**config.mk**
```make
export PLATFORM = sky130hd
export DESIGN_NAME = instruction_loader_flat
export DESIGN_NICKNAME = d
export VERILOG_FILES = /design/src/rtl/instruction_loader_pkg.sv /design/src/rtl/instruction_loader_if.sv /design/src/rtl/instruction_loader.sv /design/src/flat_wrapper.sv
export SDC_FILE = /design/constraint.sdc
export NUM_CORES = 1
export LEC_CHECK = 0
export ABC_AREA = 1
export CAP_MARGIN = 20
export CORE_MARGIN = 4
export CORE_UTILIZATION = 47
export DETAILED_ROUTE_END_ITERATION = 10
export PLACE_DENSITY = 0.89
export SLEW_MARGIN = 20
export SYNTH_ARGS = -nofsm -noshare
export SYNTH_HDL_FRONTEND = slang
export SYNTH_SLANG_ARGS = --single-unit
```
**constraint.sdc**
```tcl
create_clock -name i_clock -period 1.8 [get_ports i_clock]
set_input_delay 0.27 -clock i_clock [delete_from_list [all_inputs] [get_ports i_clock]]
set_output_delay 0.27 -clock i_clock [all_outputs]
set_load 0.05 [all_outputs]
```
**src/rtl/instruction_loader_pkg.sv**
```systemverilog
// rtl/instruction_loader_pkg.sv - shared constants for the instruction memory loader
package instruction_loader_pkg;

  localparam int BYTE_LANE_W = 8;
  localparam int LANE_SEL_W  = 2;
  localparam int WORD_W      = 32;

  localparam logic [WORD_W-1:0] HALT_WORD = 32'hFFFF_FFFF;

  localparam logic [2:0] ST_IDLE    = 3'd0;
  localparam logic [2:0] ST_RECEIVE = 3'd1;
  localparam logic [2:0] ST_WRITE   = 3'd2;
  localparam logic [2:0] ST_CHECK   = 3'd3;
  localparam logic [2:0] ST_DONE    = 3'd4;
  localparam logic [2:0] ST_ERROR   = 3'd5;

endpackage

```
**src/rtl/instruction_loader_if.sv**
```systemverilog
// rtl/instruction_loader_if.sv - byte stream in, memory write port and status out
interface instruction_loader_if
  import instruction_loader_pkg::*;
#(
  parameter int MEMORY_WIDTH = BYTE_LANE_W,
  parameter int NB_ADDR      = 32
);

  logic                    i_start;
  logic                    i_byte_valid;
  logic [MEMORY_WIDTH-1:0] i_byte_data;
  logic                    o_byte_ready;
  logic                    o_write_enable;
  logic [NB_ADDR-1:0]      o_write_addr;
  logic [MEMORY_WIDTH-1:0] o_write_data;
  logic                    o_busy;
  logic                    o_done;
  logic                    o_overflow;
  logic [NB_ADDR-1:0]      o_byte_count;

  // master: debug unit / byte source side; slave: the loader itself
  modport master (
    output i_start, i_byte_valid, i_byte_data,
    input  o_byte_ready, o_write_enable, o_write_addr, o_write_data,
           o_busy, o_done, o_overflow, o_byte_count
  );

  modport slave (
    input  i_start, i_byte_valid, i_byte_data,
    output o_byte_ready, o_write_enable, o_write_addr, o_write_data,
           o_busy, o_done, o_overflow, o_byte_count
  );

endinterface

```
**src/rtl/instruction_loader.sv**
```systemverilog
// rtl/instruction_loader.sv - writes a byte stream into instruction memory until an aligned HALT word
module instruction_loader
  import instruction_loader_pkg::*;
#(
  parameter int                    MEMORY_WIDTH     = BYTE_LANE_W,
  parameter int                    MEMORY_DEPTH     = 64,
  parameter int                    NB_ADDR          = 32,
  parameter int                    NB_INSTRUCTION   = WORD_W,
  parameter logic [NB_INSTRUCTION-1:0] HALT_INSTRUCTION = HALT_WORD
) (
  input  logic               i_clock,
  input  logic               i_reset,
  instruction_loader_if.slave bus
);

  logic [2:0]                state_q, state_d;
  logic [NB_ADDR-1:0]        addr_q, addr_d;
  logic [MEMORY_WIDTH-1:0]   byte_q, byte_d;
  logic [NB_INSTRUCTION-1:0] word_q, word_d;
  logic [LANE_SEL_W-1:0]     lane;

  assign lane = addr_q[LANE_SEL_W-1:0];

  always_comb begin
    state_d = state_q;
    addr_d  = addr_q;
    byte_d  = byte_q;
    word_d  = word_q;
    case (state_q)
      ST_IDLE, ST_DONE, ST_ERROR: begin
        if (bus.i_start) begin
          state_d = ST_RECEIVE;
          addr_d  = '0;
          word_d  = '0;
        end
      end
      ST_RECEIVE: begin
        if (bus.i_byte_valid) begin
          byte_d  = bus.i_byte_data;
          state_d = ST_WRITE;
        end
      end
      ST_WRITE: begin
        // little-endian lane placement: address offset k lands in bits [8k+7:8k]
        word_d[int'(lane)*MEMORY_WIDTH +: MEMORY_WIDTH] = byte_q;
        addr_d  = addr_q + 1'b1;
        state_d = (&lane) ? ST_CHECK : ST_RECEIVE;
      end
      ST_CHECK: begin
        if (word_q == HALT_INSTRUCTION)
          state_d = ST_DONE;
        else if (addr_q == NB_ADDR'(MEMORY_DEPTH))
          state_d = ST_ERROR;
        else
          state_d = ST_RECEIVE;
      end
      default: state_d = ST_IDLE;
    endcase
  end

  always_ff @(posedge i_clock or negedge i_reset) begin
    if (!i_reset) begin
      state_q <= ST_IDLE;
      addr_q  <= '0;
      byte_q  <= '0;
      word_q  <= '0;
    end else begin
      state_q <= state_d;
      addr_q  <= addr_d;
      byte_q  <= byte_d;
      word_q  <= word_d;
    end
  end

  // every output decodes straight from registered state, so an async reset clears them at once
  assign bus.o_byte_ready   = (state_q == ST_RECEIVE);
  assign bus.o_write_enable = (state_q == ST_WRITE);
  assign bus.o_write_addr   = (state_q == ST_WRITE) ? addr_q : '0;
  assign bus.o_write_data   = (state_q == ST_WRITE) ? byte_q : '0;
  assign bus.o_busy         = (state_q == ST_RECEIVE) || (state_q == ST_WRITE) ||
                              (state_q == ST_CHECK);
  assign bus.o_done         = (state_q == ST_DONE);
  assign bus.o_overflow     = (state_q == ST_ERROR);
  assign bus.o_byte_count   = addr_q;

endmodule

```
**src/flat_wrapper.sv**
```systemverilog
// flat-port wrapper written by rule: the top's interface ports become plain ports
module instruction_loader_flat import instruction_loader_pkg::*;
#(
  parameter int                    MEMORY_WIDTH     = BYTE_LANE_W,
  parameter int                    MEMORY_DEPTH     = 64,
  parameter int                    NB_ADDR          = 32,
  parameter int                    NB_INSTRUCTION   = WORD_W,
  parameter logic [NB_INSTRUCTION-1:0] HALT_INSTRUCTION = HALT_WORD
)
  (i_clock, i_reset, bus_i_start, bus_i_byte_valid, bus_i_byte_data, bus_o_byte_ready, bus_o_write_enable, bus_o_write_addr, bus_o_write_data, bus_o_busy, bus_o_done, bus_o_overflow, bus_o_byte_count);
  instruction_loader_if #(.MEMORY_WIDTH(MEMORY_WIDTH), .NB_ADDR(NB_ADDR)) bus_i ();
  input  logic i_clock;
  input  logic i_reset;
  input wire logic [$bits(bus_i.i_start)-1:0] bus_i_start;
  input wire logic [$bits(bus_i.i_byte_valid)-1:0] bus_i_byte_valid;
  input wire logic [$bits(bus_i.i_byte_data)-1:0] bus_i_byte_data;
  output wire logic [$bits(bus_i.o_byte_ready)-1:0] bus_o_byte_ready;
  output wire logic [$bits(bus_i.o_write_enable)-1:0] bus_o_write_enable;
  output wire logic [$bits(bus_i.o_write_addr)-1:0] bus_o_write_addr;
  output wire logic [$bits(bus_i.o_write_data)-1:0] bus_o_write_data;
  output wire logic [$bits(bus_i.o_busy)-1:0] bus_o_busy;
  output wire logic [$bits(bus_i.o_done)-1:0] bus_o_done;
  output wire logic [$bits(bus_i.o_overflow)-1:0] bus_o_overflow;
  output wire logic [$bits(bus_i.o_byte_count)-1:0] bus_o_byte_count;
  assign bus_i.i_start = bus_i_start;
  assign bus_i.i_byte_valid = bus_i_byte_valid;
  assign bus_i.i_byte_data = bus_i_byte_data;
  assign bus_o_byte_ready = bus_i.o_byte_ready;
  assign bus_o_write_enable = bus_i.o_write_enable;
  assign bus_o_write_addr = bus_i.o_write_addr;
  assign bus_o_write_data = bus_i.o_write_data;
  assign bus_o_busy = bus_i.o_busy;
  assign bus_o_done = bus_i.o_done;
  assign bus_o_overflow = bus_i.o_overflow;
  assign bus_o_byte_count = bus_i.o_byte_count;
  instruction_loader #(.MEMORY_WIDTH(MEMORY_WIDTH), .MEMORY_DEPTH(MEMORY_DEPTH), .NB_ADDR(NB_ADDR), .NB_INSTRUCTION(NB_INSTRUCTION), .HALT_INSTRUCTION(HALT_INSTRUCTION)) u_core (.i_clock(i_clock), .i_reset(i_reset), .bus(bus_i));
endmodule
```
# == Word level (Yosys, flattened, before mapping) ==
# Index checks and enable logic that the tools add are counted.
# classes
n_eq_ne,9
shifts,2
addsub,2
reduce_logical,9
n_mux,12
# ops
operator,n
one-hot mux 32 bit (2 select lines),2
2-to-1 mux 32 bit,2
negator 5 -> 33 bit,1
variable shift 8 x 33 -> 32 bit (first input constant),1
indexed part select 8 x 33 -> 32 bit,1
adder 32 x 1 -> 32 bit (second input constant),1
bitwise mux 32 bit,1
== test 32 bit (second input constant),1
== test 32 x 7 -> 1 bit (second input constant),1
2-to-1 mux 3 bit,4
one-hot mux 3 bit (4 select lines),1
2-to-1 mux 8 bit,1
AND reduction 2 bit,4
== test 3 x 2 -> 1 bit (second input constant),2
== test 3 bit (second input constant),2
inequality test 2 bit (second input constant),2
== test 3 x 1 -> 1 bit (second input constant),1
logical NOT 3 bit,1
OR reduction 3 bit,1
logical OR 1 bit,2
2-to-1 mux 2 bit,1
nonzero test 2 bit,1
# word_totals
input_bits,12
wordCells,38
regBits,75
output_inout_bits,77

# == Logic depth before layout (Yosys ltp) ==
# depth
word_depth,4
depth_mapped,11
ltp_nobuf,10

# == Least setup slack after synthesis ==
# OpenSTA, ideal clock, no wires.
# synth_path
kind,register to register
startpoint,"register u_core.addr_q[0], in the netlist u_core.bus.o_byte_count[0]"
endpoint,register u_core.word_q[0]
setup_ns,0.067
path_slack_ns,-0.502
required_ns,1.733
synth_period_minus_slack_ns,2.302
path_buffers,1
path_stages_with_launch,7
arrival_ns,2.235
path_cell_list,dfrtp_1 buf_2 clkinv_1 ha_1 nor3_1 nand2_1 nand2_1
# synth_between
elab_chain_len,4
word_cells_on_any_way,5
cone_classes,add/sub: 1; shift: 2; mux: 2
# synth_lines
element,line_no,rtl
"start, declared",instruction_loader.sv:17,"logic [NB_ADDR-1:0] addr_q, addr_d;"
"start signal, assigned",instruction_loader.sv:69,addr_q <= addr_d;
negator 5 -> 33 bit *,instruction_loader.sv:45,word_d[int'(lane)*MEMORY_WIDTH +: MEMORY_WIDTH] = byte_q;
indexed part select 8 x 33 -> 32 bit or variable shift 8 x 33 -> 32 bit (tied branches),instruction_loader.sv:45,
bitwise mux 32 bit *,instruction_loader.sv:45,
one-hot mux 32 bit (2 select lines) *,instruction_loader.sv:29,case (state_q)
"end signal, assigned",instruction_loader.sv:71,word_q <= word_d;
"end, declared",instruction_loader.sv:19,"logic [NB_INSTRUCTION-1:0] word_q, word_d;"
# Mark *: on every way between the ends. The rest lies on a longest branch, timed or not.
# A chain may end at the register's enable or synchronous reset.

# == Worst setup path after layout ==
# layout_path
startpoint,register u_core.state_q[2]
endpoint,output port bus_o_write_data[2]
# layout_between
elab_chain_len,2
# layout_lines
element,line_no,rtl
"start, declared",instruction_loader.sv:16,"logic [2:0] state_q, state_d;"
"start signal, assigned",instruction_loader.sv:68,state_q <= state_d;
== test 3 x 2 -> 1 bit,instruction_loader.sv:79,assign bus.o_write_data = (state_q == ST_WRITE) ? byte_q : '0;
2-to-1 mux 8 bit,instruction_loader.sv:79,
"end, declared",flat_wrapper.sv:20,output wire logic [$bits(bus_i.o_write_data)-1:0] bus_o_write_data;
# Every way passes these cells.

==> results by group <==
Synthesis
  • Most used DFF post-synth: dfrtp_1
  • Seq/Total Area, Yosys: 0.429
  • Mean post-synth cell area: 7.14 um2
  • Number of flops mapped to enable cells by yosys: 0
  • Syn_nets: 629
  • Syn Inst Count: 613
  • Seq cells post-synth: 75
  • Area of the mapped netlist: 0.00438 mm2
  • Share of async-settable or async-resettable flops after synthesis: 1.00
  • Synth cell types: 29
  • Warnings, synthesis: 0

STA
  • Endpoints failing setup: 35
  • Max Clock Freq: 539 MHz
  • Worst rel slew slack: 0.705
  • Final period util: 1.03
  • Final min period: 1.85 ns
  • Fin. max-slew vios: 0
  • RSZ-0062 raised after global routing: yes
  • Final hold violation count: 0
  • Skew final: 0.0105 ns
  • Worst-Margin Slew: 0.440 ns
  • Final worst slack: -0.0548 ns

Power and ir drop
  • Leak Pwr: 2.72 nW
  • Max VDD drop: 1.03 mV
  • Pwr dens: 1010 mW/mm2
  • Total power: 6.30 mW

Run status
  • Status: complete, but fails checks
  • Failing checks: setup timing

Floorplanning
  • Chip Width: 104 um
  • Core ar.: 0.00889 mm2
  • Die Area: 0.0109 mm2
  • Number of cell rows: 34
  • Effective utilization at floorplan: 0.492
  • Ports: 89
  • Die height: 104 um

Detailed routing
  • Antenna violation net count after detailed routing: 0
  • TritonRoute pass-1 iters: 6
  • First DRT Iteration DRCs: 343
  • Post-Route WL: 13.0 mm
  • DR vias/cell: 5.62
  • # DRC: 0
  • Wire length per cell: 15.7 um
  • Routed vias: 4,648

Setup path
  • Crit Path Max Fanout: 14
  • Type of the worst setup path: register to output pin
  • CP endpoint kind: output pin
  • Worst path arrival time: 1.58 ns
  • Worst setup SP type: register
  • Worst path required time: 1.53 ns

Cells and area
  • Final antenna diode count: 0
  • Area of the multi-input gates: 0.00233 mm2
  • Non-filler cells, final: 827
  • Area grow syn2layout: 42.6%
  • Sequential cell area: 0.00188 mm2
  • Filler cells: 638
  • Share of cells above drive strength 1: 0.255
  • Nets: 730
  • Post-Layout Inst Area: 0.00624 mm2

GRT
  • Total track usage: 0.242
  • First-pass GRT wire length: 21.6 mm
  • GRT Residual Overflow: 0
  • Initial antenna violation count: 0
  • Vias in the first global route: 4,557
  • Largest net degree at the start of global routing: 76

Place
  • Post-DP Area: 0.00582 mm2
  • Final Wtd Congestion: 0.909
  • Placed insts: 805
  • IO buf count: 88
  • DP HPWL: 9.49 mm
  • DP Worst Slack: 0.0521 ns

Clocking
  • Skew-Pair Late Insertion Delay: 0.36 ns
  • Total CTS buffers: 9
  • CTS tree: done
  • H-tree depth reported by CTS: 3
  • CTS Sinks: 75
  • Worst-case clock buffer depth: 2
  • CTS Root Cell: clkbuf_8
  • Clock Pin Slew Worst Setup and Hold Paths: 0.09 ns

Hold path
  • Worst min path class: primary input to async pin

Flow run
  • Max-Cap Viols: 0
==> worst paths after layout <==
kind	from	cells after the start	slack [ns]	endpoint
worst min-delay path	i_reset	3	0.44	u_core.bus.o_byte_count[14]$_DFFE_PN0P_
worst max register to register	u_core.bus.o_byte_count[1]$_DFFE_PN0P_	6	0.14	u_core.bus.o_byte_count[24]$_DFFE_PN0P_
min in group i_clock	u_core.word_q[16]$_DFFE_PN0P_	2	0.48	u_core.word_q[16]$_DFFE_PN0P_
worst min register to register	u_core.word_q[16]$_DFFE_PN0P_	2	0.48	u_core.word_q[16]$_DFFE_PN0P_
worst max-delay path	u_core.state_q[2]$_DFFE_PN0P_	7	-0.05	bus_o_write_data[2]
max in group asynchronous	i_reset	3	1.00	u_core.state_q[1]$_DFFE_PN0P_
==> flip-flops by register name, summed over array words and instances (netlist names) <==
| register | count |
|---|---|
| u_core.bus.o_byte_count | 32 |
| u_core.word_q | 32 |
| u_core.byte_q | 8 |
| u_core.state_q | 3 |
==> stage by stage <==
| stage | setup TNS [ns] | hold slack [ns] | utilization |
|---|---|---|---|
| after floorplan | -2.33 | -0.0256 | - |
| after global placement | 0 | 0.326 | 0.654 |
| after detailed placement | 0 | 0.331 | 0.654 |
| after CTS | -0.147 | 0.476 | 0.696 |
| after global routing | -2.84 | 0.485 | 0.702 |
| final | -0.647 | 0.440 | 0.702 |
==> cells by family (layout without fill, tap and decap cells) <==
| logic type | after synthesis | after routing | share of synthesized area |
|---|---|---|---|
| xor+xnor | 3 | 3 | 0.00601 |
| buf+inv | 77 | 183 | 0.0786 |
| simple gates | 387 | 387 | 0.384 |
| flops | 75 | 75 | 0.429 |
| compound gates | 66 | 66 | 0.0884 |
| fa+ha+maj | 4 | 4 | 0.0114 |
| mux | 1 | 1 | 0.00257 |
==> cell usage after synthesis (6+ instances only) <==
| cell type | number | share of area |
|---|---|---|
| o22ai_1 | 8 | 0.011 |
| nor2_1 | 112 | 0.096 |
| a21oi_1 | 11 | 0.013 |
| o21ai_0 | 27 | 0.031 |
| nor2_2 | 16 | 0.023 |
| nand4_1 | 19 | 0.027 |
| dfrtp_1 | 75 | 0.43 |
| o211ai_1 | 9 | 0.015 |
| nand2_1 | 184 | 0.16 |
| nand3_1 | 37 | 0.042 |
| nor2_4 | 6 | 0.015 |
| inv_1 | 57 | 0.049 |
==> routing by layer <==
layer | share of wire | global-route usage
met2 | 0.47 | 0.393
met4 | 0.029 | 0.0931
met1 | 0.41 | 0.312
met5 | 0 | 0
met3 | 0.091 | 0.0559
==> area by class of cell <==
type / count / share of cell area
Multi-Input combinational cell: 461 / 0.373
Clock buffer: 10 / 0.0221
Timing Repair Buffer: 105 / 0.232
Tap cell: 108 / 0.0217
Inverter: 62 / 0.0391
Clock inverter: 6 / 0.0102
Sequential cell: 75 / 0.301
==> power by group <==
part,switching (mW),total [mW],leakage [nW],internal [mW]
registers,0.188,2.13,1.01,1.94
clock network,0.673,1.35,0.0987,0.678
logic,1.83,2.82,1.62,0.990
total,2.69,6.30,2.72,3.61
==> placed cells by master (no fill, tap or decap), types with 2 or more instances in the layout <==
master,Yosys,routed
nand2_1,184,184
nor2_1,112,87
dfrtp_1,75,72
inv_1,57,54
buf_12,0,48
buf_4,5,42
nand3_1,37,37
nor2_2,16,27
o21ai_0,27,26
nor2_4,6,20
nand4_1,19,19
a21oi_1,11,11
clkbuf_8,0,10
clkdlybuf4s50_1,0,10
o211ai_1,9,9
o22ai_1,8,8
o31ai_1,5,5
inv_2,3,4
nand2_2,4,4
o21ai_1,3,4
nor3_1,4,3
clkinv_2,0,3
xor2_1,3,3
dfrtp_2,0,3
o21ai_2,3,2
nand2_4,2,2
ha_1,4,2
clkinvlp_4,0,2
==> repair_timing <==
| action | 4_1_cts | 5_1_grt |
|---|---|---|
| gates cloned | 1 | 0 |
| setup buffers | 3 | 1 |
| hold buffers | 1 | 0 |
| endpoints found under the hold margin | 75 | 0 |
| gates resized for setup | 32 | 10 |
| pin swaps | 0 | 1 |
| setup endpoints to repair | 40 | 60 |
==> worst max-delay path, cell delays in order (launching register included) <==
cell and delay (ns):
dfrtp_1 0.41, inv_2 0.09, nand3_4 0.11, buf_12 0.18
inv_8 0.10, nand2_1 0.09, inv_2 0.10, buf_12 0.14
No activity file was read; power rests on OpenSTA's default activity.
